==> config.mk <==
export PLATFORM = sky130hd
export DESIGN_NAME = rf_wport_arbiter
export DESIGN_NICKNAME = d
export VERILOG_FILES = /design/src/rtl/rf_wport_arbiter.sv
export SDC_FILE = /design/constraint.sdc
export NUM_CORES = 1
export LEC_CHECK = 0
export ABC_AREA = 1
export BUFFER_PORTS_ARGS = -buffer_cell sky130_fd_sc_hd__clkbuf_2
export CELL_PAD_IN_SITES_DETAIL_PLACEMENT = 0
export CELL_PAD_IN_SITES_GLOBAL_PLACEMENT = 1
export CORE_MARGIN = 5
export CORE_UTILIZATION = 34
export DETAILED_ROUTE_END_ITERATION = 8
export GPL_TIMING_DRIVEN = 1
export PLACE_DENSITY = 0.88
export REMOVE_ABC_BUFFERS = 1
export SKIP_CTS_REPAIR_TIMING = 1
export SYNTH_ARGS = -nofsm -noshare
export SYNTH_HDL_FRONTEND = slang
export SYNTH_SLANG_ARGS = --single-unit
==> constraint.sdc <==
create_clock -name clk -period 2.6 [get_ports clk]
set_input_delay 0.26 -clock clk [delete_from_list [all_inputs] [get_ports clk]]
set_output_delay 0.26 -clock clk [all_outputs]
set_load 0.1 [all_outputs]
==> src/rtl/rf_wport_arbiter.sv <==
// Single owner of the register-file write port: sweeps r1..r(REG_NUM-1) to zero after
// reset, then shares the port between writeback and a buffered long-latency unit.
module rf_wport_arbiter #(
   parameter int DATA_W       = 32,
   parameter int ADDR_W       = 5,
   parameter int REG_NUM      = 32,
   parameter int STARVE_LIMIT = 4
) (
   input  logic              clk,
   input  logic              rst,
   input  logic              wb_we,
   input  logic [ADDR_W-1:0] wb_waddr,
   input  logic [DATA_W-1:0] wb_wdata,
   input  logic              mc_valid,
   input  logic [ADDR_W-1:0] mc_waddr,
   input  logic [DATA_W-1:0] mc_wdata,
   output logic              mc_ready,
   output logic              rf_we,
   output logic [ADDR_W-1:0] rf_waddr,
   output logic [DATA_W-1:0] rf_wdata,
   output logic              init_busy,
   output logic              stall_req
);

   localparam logic [0:0]        S_INIT    = 1'b0;
   localparam logic [0:0]        S_RUN     = 1'b1;
   localparam logic [ADDR_W-1:0] LAST_ADDR = ADDR_W'(REG_NUM - 1);
   localparam logic [3:0]        LIMIT     = 4'(STARVE_LIMIT);

   logic [0:0]        r_state;
   logic [ADDR_W-1:0] r_cnt;
   logic              r_buf_v;
   logic [ADDR_W-1:0] r_buf_addr;
   logic [DATA_W-1:0] r_buf_data;
   logic [3:0]        r_starve;

   logic w_run;
   logic w_wb_act;
   logic w_drain;
   logic w_kill;
   logic w_accept;
   logic w_blocked;

   // Reset masks every decision so outputs are clean even before state is known.
   assign w_run     = !rst && (r_state == S_RUN);
   assign w_wb_act  = w_run && wb_we && (wb_waddr != '0);
   assign w_drain   = w_run && r_buf_v && !w_wb_act;
   assign w_kill    = w_run && r_buf_v && w_wb_act && (wb_waddr == r_buf_addr);
   assign w_blocked = w_run && r_buf_v && !w_drain && !w_kill;
   assign w_accept  = mc_valid && mc_ready;

   assign mc_ready  = w_run && (!r_buf_v || w_drain);
   assign init_busy = rst || (r_state == S_INIT);
   // A draining entry is no longer starved, so the stall drops in that same cycle.
   assign stall_req = rst || (r_state == S_INIT) ||
                      (r_buf_v && !w_drain && (r_starve >= LIMIT));

   always_comb begin
      rf_we    = 1'b0;
      rf_waddr = '0;
      rf_wdata = '0;
      if (!rst) begin
         if (r_state == S_INIT) begin
            rf_we    = 1'b1;
            rf_waddr = r_cnt;
         end else if (w_wb_act) begin
            rf_we    = 1'b1;
            rf_waddr = wb_waddr;
            rf_wdata = wb_wdata;
         end else if (r_buf_v) begin
            rf_we    = 1'b1;
            rf_waddr = r_buf_addr;
            rf_wdata = r_buf_data;
         end
      end
   end

   always_ff @(posedge clk) begin
      if (rst) begin
         r_state  <= S_INIT;
         r_cnt    <= ADDR_W'(1);
         r_buf_v  <= 1'b0;
         r_starve <= '0;
      end else begin
         if (r_state == S_INIT) begin
            r_cnt <= r_cnt + ADDR_W'(1);
            if (r_cnt == LAST_ADDR)
               r_state <= S_RUN;
         end

         // Results addressed to r0 are accepted and dropped.
         if (w_accept && (mc_waddr != '0)) begin
            r_buf_v    <= 1'b1;
            r_buf_addr <= mc_waddr;
            r_buf_data <= mc_wdata;
         end else if (w_drain || w_kill) begin
            r_buf_v <= 1'b0;
         end

         if (w_blocked)
            r_starve <= (r_starve >= LIMIT) ? r_starve : r_starve + 4'd1;
         else
            r_starve <= '0;
      end
   end

endmodule

After elaboration in Yosys (flattened, before gate mapping) --
Cells that the tools add are included.
Word-level totals: flip-flop bits (word level) 48, bits in latches 0, bits in writable memories 0, ROM bits 0, bits of input ports 78, output and inout bits 41, word-level logic and storage cells 58, memories 0
Operators by class: add/sub/neg operators 2, multiply operators 0, div/mod/pow operators 0, magnitude comparators 1, eq/ne operators 2, shift-type cells 0, multiplexer cells 16, bitwise operators 3, reduce and logical (&&, ||, !) cells 28
Operators by type and width (number):
- $mux 32 | 4
- $mux 5 | 4
- $logic_and 1x1->1 | 14
- $reduce_bool 5->1 | 2
- $mux 1 | 8
- $add 5x1->5 const B | 1
- $eq 5x5->1 | 1
- $eq 5x5->1 const B | 1
- $logic_not 1->1 | 5
- $add 4x1->4 const B | 1
- $ge 4x3->1 const B | 1
- $logic_or 1x1->1 | 4
- $not 1->1 | 3
- $reduce_and 2->1 | 1
- $reduce_bool 2->1 | 1
- $reduce_or 2->1 | 1

Logic depth before layout (Yosys ltp) --
depth after elaboration 11, gate-level depth with buffers 8

Least setup slack after synthesis --
OpenSTA, ideal clock, no wires.
path kind flip-flop to output port, from register r_state, to output stall_req, data arrival time 3.499 ns, data required time 2.340 ns, slack -1.159 ns, stages on the path, launching flop included 4, buffers on the path 0, cells stage by stage dfxtp_1 > nand2_4 > a31oi_1 > a21oi_1
RTL lines:
- from (decl) | line 30 | logic [0:0] r_state;
- from (signal assigned) | line 80 | r_state <= S_INIT;
- from (signal assigned) | line 88 | r_state <= S_RUN;
- $not 1->1
- $logic_or 1x1->1
- via init_busy | line 21 | output logic init_busy,
- $logic_or 1x1->1 | line 55 | assign stall_req = rst || (r_state == S_INIT) ||
- to (decl) | line 22 | output logic stall_req
The timed path passes the listed nets, and every way through them passes these cells.

Final worst setup path --
from register r_state, to output rf_wdata[26]
Between the ends: word-level cells in the longest chain between the ends 6
Ends and longest elaborated chain:
- $logic_and 1x1->1 | line 45 | assign w_run = !rst && (r_state == S_RUN);
- $logic_and 1x1->1 (2 in a row) | line 46 | assign w_wb_act = w_run && wb_we && (wb_waddr != '0);
- $mux 32 | line 66 | end else if (w_wb_act) begin
- $mux 32 (*) | line 63 | if (r_state == S_INIT) begin
- $mux 32 (*) | line 62 | if (!rst) begin
- to (decl) | line 20 | output logic [DATA_W-1:0] rf_wdata,
Every way passes the cells marked *; elsewhere a longest branch is shown, timed or not.

==> results_tabular.tex <==
\begin{tabular}{lr}
\hline
Metric & Value \\
\hline
\multicolumn{2}{l}{\textbf{Run status}} \\
\quad Status & completed \\
\multicolumn{2}{l}{\textbf{Logic synthesis}} \\
\quad Count of yosys warnings during synthesis & 0 \\
\quad Most area-hungry cell type in the Yosys netlist & sky130\_fd\_sc\_hd\_\_edfxtp\_1 \\
\quad Mapped Area & 2540 sq um \\
\quad Portion of synthesized cell area occupied by the leading cell type & 43.74\% \\
\quad Count of distinct cell types in the synthesized netlist & 27 \\
\quad Dominant cells by area after synthesis & sky130\_fd\_sc\_hd\_\_edfxtp\_1 (44\%), sky130\_fd\_sc\_hd\_\_nand2\_1 (13\%), sky130\_fd\_sc\_hd\_\_o21ai\_2 (10\%) \\
\quad Mean post-synth cell area & 9.549 sq um \\
\quad Instance count of the mapped netlist & 266 \\
\quad Post-synthesis sequential element count & 48 \\
\quad Sequential element share of the synthesized area & 52.41\% \\
\multicolumn{2}{l}{\textbf{Place}} \\
\quad Gp weighted congestion & 0.7735 \\
\quad Post-detail-place hpwl & 4.877 mm \\
\quad Buffers on Ports & 118 \\
\quad Worst setup timing slack at the placement stage & 0.4759 ns \\
\multicolumn{2}{l}{\textbf{Drt}} \\
\quad Remaining DRCs & 0 \\
\quad Vias after detailed routing & 2087 \\
\quad Vias per cell & 4.321 \\
\quad Count of TritonRoute iterations in the first routing pass & 4 \\
\quad DRC violation total after the first TritonRoute iteration & 58 \\
\quad Drt total wl & 6.025 mm \\
\quad Wire length per cell & 12.47 um \\
\quad Residual antenna-violating net count after detailed routing & 0 \\
\multicolumn{2}{l}{\textbf{Floorplanning}} \\
\quad Die outline area & 9299 sq um \\
\quad Number of placement rows & 31 \\
\quad Initial core utilization & 35.02\% \\
\quad Height of the die & 96.43 um \\
\quad X dimension of the die & 96.43 um \\
\quad Io pins & 119 \\
\quad Standard cell core area & 7253 sq um \\
\multicolumn{2}{l}{\textbf{STA}} \\
\quad Final Hold Vio Count & 0 \\
\quad Fin crit share & 93.41\% \\
\quad Max frequency & 411.7 MHz \\
\quad Post-layout worst setup margin & 0.1713 ns \\
\quad Clock Skews & 0.005534 ns \\
\quad Worst-Margin Slew & 0.5508 ns \\
\quad Summed negative setup slack over all endpoints & 0 ns \\
\quad Worst rel slew slack & 63.43\% \\
\quad RSZ-0062 raised after global routing & no \\
\quad Worst hold slack & 0.1340 ns \\
\quad Clock period minus final worst setup slack & 2.429 ns \\
\quad Max-slew violation total from the final report & 0 \\
\quad Final setup viols & 0 \\
\multicolumn{2}{l}{\textbf{Final layout}} \\
\quad Final Core Density & 45.97\% \\
\quad Commonest non-fill, non-tap cell in the layout & sky130\_fd\_sc\_hd\_\_clkbuf\_2 \\
\quad Number of inserted diodes & 0 \\
\quad Number of nets at the end of the flow & 464 \\
\quad Area taken by flip-flops and latches & 1331 sq um \\
\quad Most frequent cells in the layout & sky130\_fd\_sc\_hd\_\_clkbuf\_2 (100), sky130\_fd\_sc\_hd\_\_nand2\_1 (86), sky130\_fd\_sc\_hd\_\_edfxtp\_1 (37), sky130\_fd\_sc\_hd\_\_o21ai\_2 (30), sky130\_fd\_sc\_hd\_\_nor2\_1 (23) \\
\quad Count of fill cells added during filler insertion & 752 \\
\quad Multi-input gate area & 1015 sq um \\
\quad Area added between synthesis and finish & 31.28\% \\
\quad Ratio of cells with drive above 1 in the final layout & 43.49\% \\
\multicolumn{2}{l}{\textbf{Setup path}} \\
\quad R2R Path End & r\_buf\_addr[0] \\
\quad CP endpoint kind & primary output \\
\quad Minimum setup slack among reg-to-reg paths & 0.78 ns \\
\quad Data required, critical path & 2.34 ns \\
\quad Cell count of the worst reg-to-reg path & 5 \\
\quad Arrival @ worst endpoint & 2.17 ns \\
\quad Crit-path max FO & 34 \\
\quad Crit Path Category & flop to primary output \\
\quad Startpoint class of the critical path & flop \\
\quad Worst r2r src & r\_state \\
\multicolumn{2}{l}{\textbf{Clock tree}} \\
\quad Clock sink count & 48 \\
\quad Clock-pin slew on the worst setup and hold paths & 0.09 ns \\
\quad CTS tree & built \\
\quad H-tree lvl count & 2 \\
\quad Total CTS buffers & 5 \\
\quad Maximum root-to-sink buffer count & 2 \\
\quad Clock latency of the later-clocked register in the worst-skew pair & 0.29 ns \\
\quad CTS root buffer & sky130\_fd\_sc\_hd\_\_clkbuf\_8 \\
\multicolumn{2}{l}{\textbf{Power}} \\
\quad Static leakage power & 1.446 nW \\
\quad Total power & 1.393 mW \\
\quad Peak supply drop & 197.9 uV \\
\quad Pwr Density & 417.7 nW/um\^{}2 \\
\multicolumn{2}{l}{\textbf{Worst hold path}} \\
\quad Worst min-delay path endpoint & r\_buf\_data[14] \\
\quad Hold wc startpoint & mc\_wdata[14] \\
\quad Worst hold path cell count & 1 \\
\quad Min-delay worst type & input port to flop \\
\multicolumn{2}{l}{\textbf{Run}} \\
\quad MaxCap Viol Count & 0 \\
\multicolumn{2}{l}{\textbf{Global routing}} \\
\quad Number of antenna violations at the first check in global routing & 0 \\
\quad Vias in the first global route & 1950 \\
\quad Leftover overflow at the end of global routing & 0 \\
\quad Maximum number of pins on one net before global-route repair & 38 \\
\quad GRT Overall Usage & 13.00\% \\
\quad First-pass GRT wire length & 9.225 mm \\
\hline
\end{tabular}
==> through the flow <==
| step | std cells | area (sq um) |
|---|---|---|
| after detailed placement | 475 | 3251 |
| after global routing | 483 | 3334 |
| after floorplan | 255 | 2426 |
| after CTS | 483 | 3334 |
| after global placement | 475 | 3251 |
| final | 483 | 3334 |
==> metal layers <==
| layer | up-vias | part of all wire [%] | wire length [um] | global-route usage, % |
|---|---|---|---|---|
| met1 | 902 | 39 | 2376 | 14.43 |
| met2 | 68 | 52 | 3104 | 24.44 |
| met5 | - | 0 | 0 | 0 |
| li1 | 1115 | - | - | - |
| met4 | 0 | 0.43 | 26 | 3.855 |
| met3 | 2 | 8.6 | 519 | 3.098 |
==> layout make-up <==
class / count / area share (%)
multi-input cells: 187 / 30.43
clock buffers: 6 / 2.176
flip-flops and latches: 48 / 39.93
clock inverters: 2 / 0.3377
repair buffers: 121 / 21.01
well taps: 99 / 3.715
inverters: 20 / 2.401
==> critical path, stage by stage (launching register included) <==
cell,delay [ns]
sky130_fd_sc_hd__dfxtp_1,0.62
sky130_fd_sc_hd__nand2_4,0.14
sky130_fd_sc_hd__nor2_8,0.16
sky130_fd_sc_hd__nand2_8,0.11
sky130_fd_sc_hd__inv_6,0.20
sky130_fd_sc_hd__nand2_1,0.10
sky130_fd_sc_hd__o21ai_2,0.07
sky130_fd_sc_hd__clkbuf_2,0.47
==> how the worst max path moves through the flow <==
| stage | start | end | slack, ns |
|---|---|---|---|
| after global placement | r_state | rf_wdata[26] | 0.51 |
| final | r_state | rf_wdata[26] | 0.17 |
| after floorplan | r_buf_v | stall_req | -1.38 |
| after global routing | r_state | rf_wdata[0] | 0.004 |
| after CTS | r_state | rf_wdata[26] | 0.14 |
| after detailed placement | r_state | rf_wdata[26] | 0.48 |
==> synthesized netlist by cell type <==
| cell | number |
|---|---|
| sky130_fd_sc_hd__a31oi_1 | 2 |
| sky130_fd_sc_hd__buf_2 | 1 |
| sky130_fd_sc_hd__buf_12 | 3 |
| sky130_fd_sc_hd__nand3_1 | 5 |
| sky130_fd_sc_hd__clkbuf_1 | 4 |
| sky130_fd_sc_hd__dfxtp_1 | 11 |
| sky130_fd_sc_hd__nor2_1 | 23 |
| sky130_fd_sc_hd__nor3_1 | 4 |
| sky130_fd_sc_hd__inv_1 | 18 |
| sky130_fd_sc_hd__nor2_8 | 1 |
| sky130_fd_sc_hd__o21ai_0 | 13 |
| sky130_fd_sc_hd__inv_6 | 1 |
| sky130_fd_sc_hd__nand2_2 | 1 |
| sky130_fd_sc_hd__nand3_2 | 1 |
| sky130_fd_sc_hd__o21ai_2 | 30 |
| sky130_fd_sc_hd__a21oi_2 | 1 |
| sky130_fd_sc_hd__nand2_8 | 2 |
| sky130_fd_sc_hd__buf_6 | 3 |
| sky130_fd_sc_hd__a21oi_1 | 10 |
| sky130_fd_sc_hd__ha_1 | 3 |
| sky130_fd_sc_hd__edfxtp_1 | 37 |
| sky130_fd_sc_hd__nand2_1 | 86 |
| sky130_fd_sc_hd__xnor2_1 | 2 |
| sky130_fd_sc_hd__o21bai_1 | 1 |
| sky130_fd_sc_hd__inv_2 | 1 |
| sky130_fd_sc_hd__nand2_4 | 1 |
| sky130_fd_sc_hd__nor2_4 | 1 |
==> kinds of logic after synthesis <==
logic type | count (synthesis) | share of synthesized area (%)
AO/OA/AOI/OAI | 57 | 16.01
XOR/XNOR | 2 | 0.6898
adder cells (fa/ha/maj) | 3 | 1.478
buffers and inverters | 31 | 7.635
flip-flops | 48 | 52.41
AND/OR/NAND/NOR | 125 | 21.77
==> registers in the layout, summed over array words and instances, names as in the netlist <==
register    cells
r_buf_data     32
r_buf_addr      5
r_cnt           5
r_starve        4
r_buf_v         1
r_state         1
==> report_power, final <==
group / total (mW) / switching, mW / internal, mW
logic: 0.138 / 0.0749 / 0.0629
registers: 0.833 / 0.00454 / 0.829
clock network: 0.422 / 0.235 / 0.187
total: 1.39 / 0.315 / 1.08
Power figures use the tool's default switching activity.
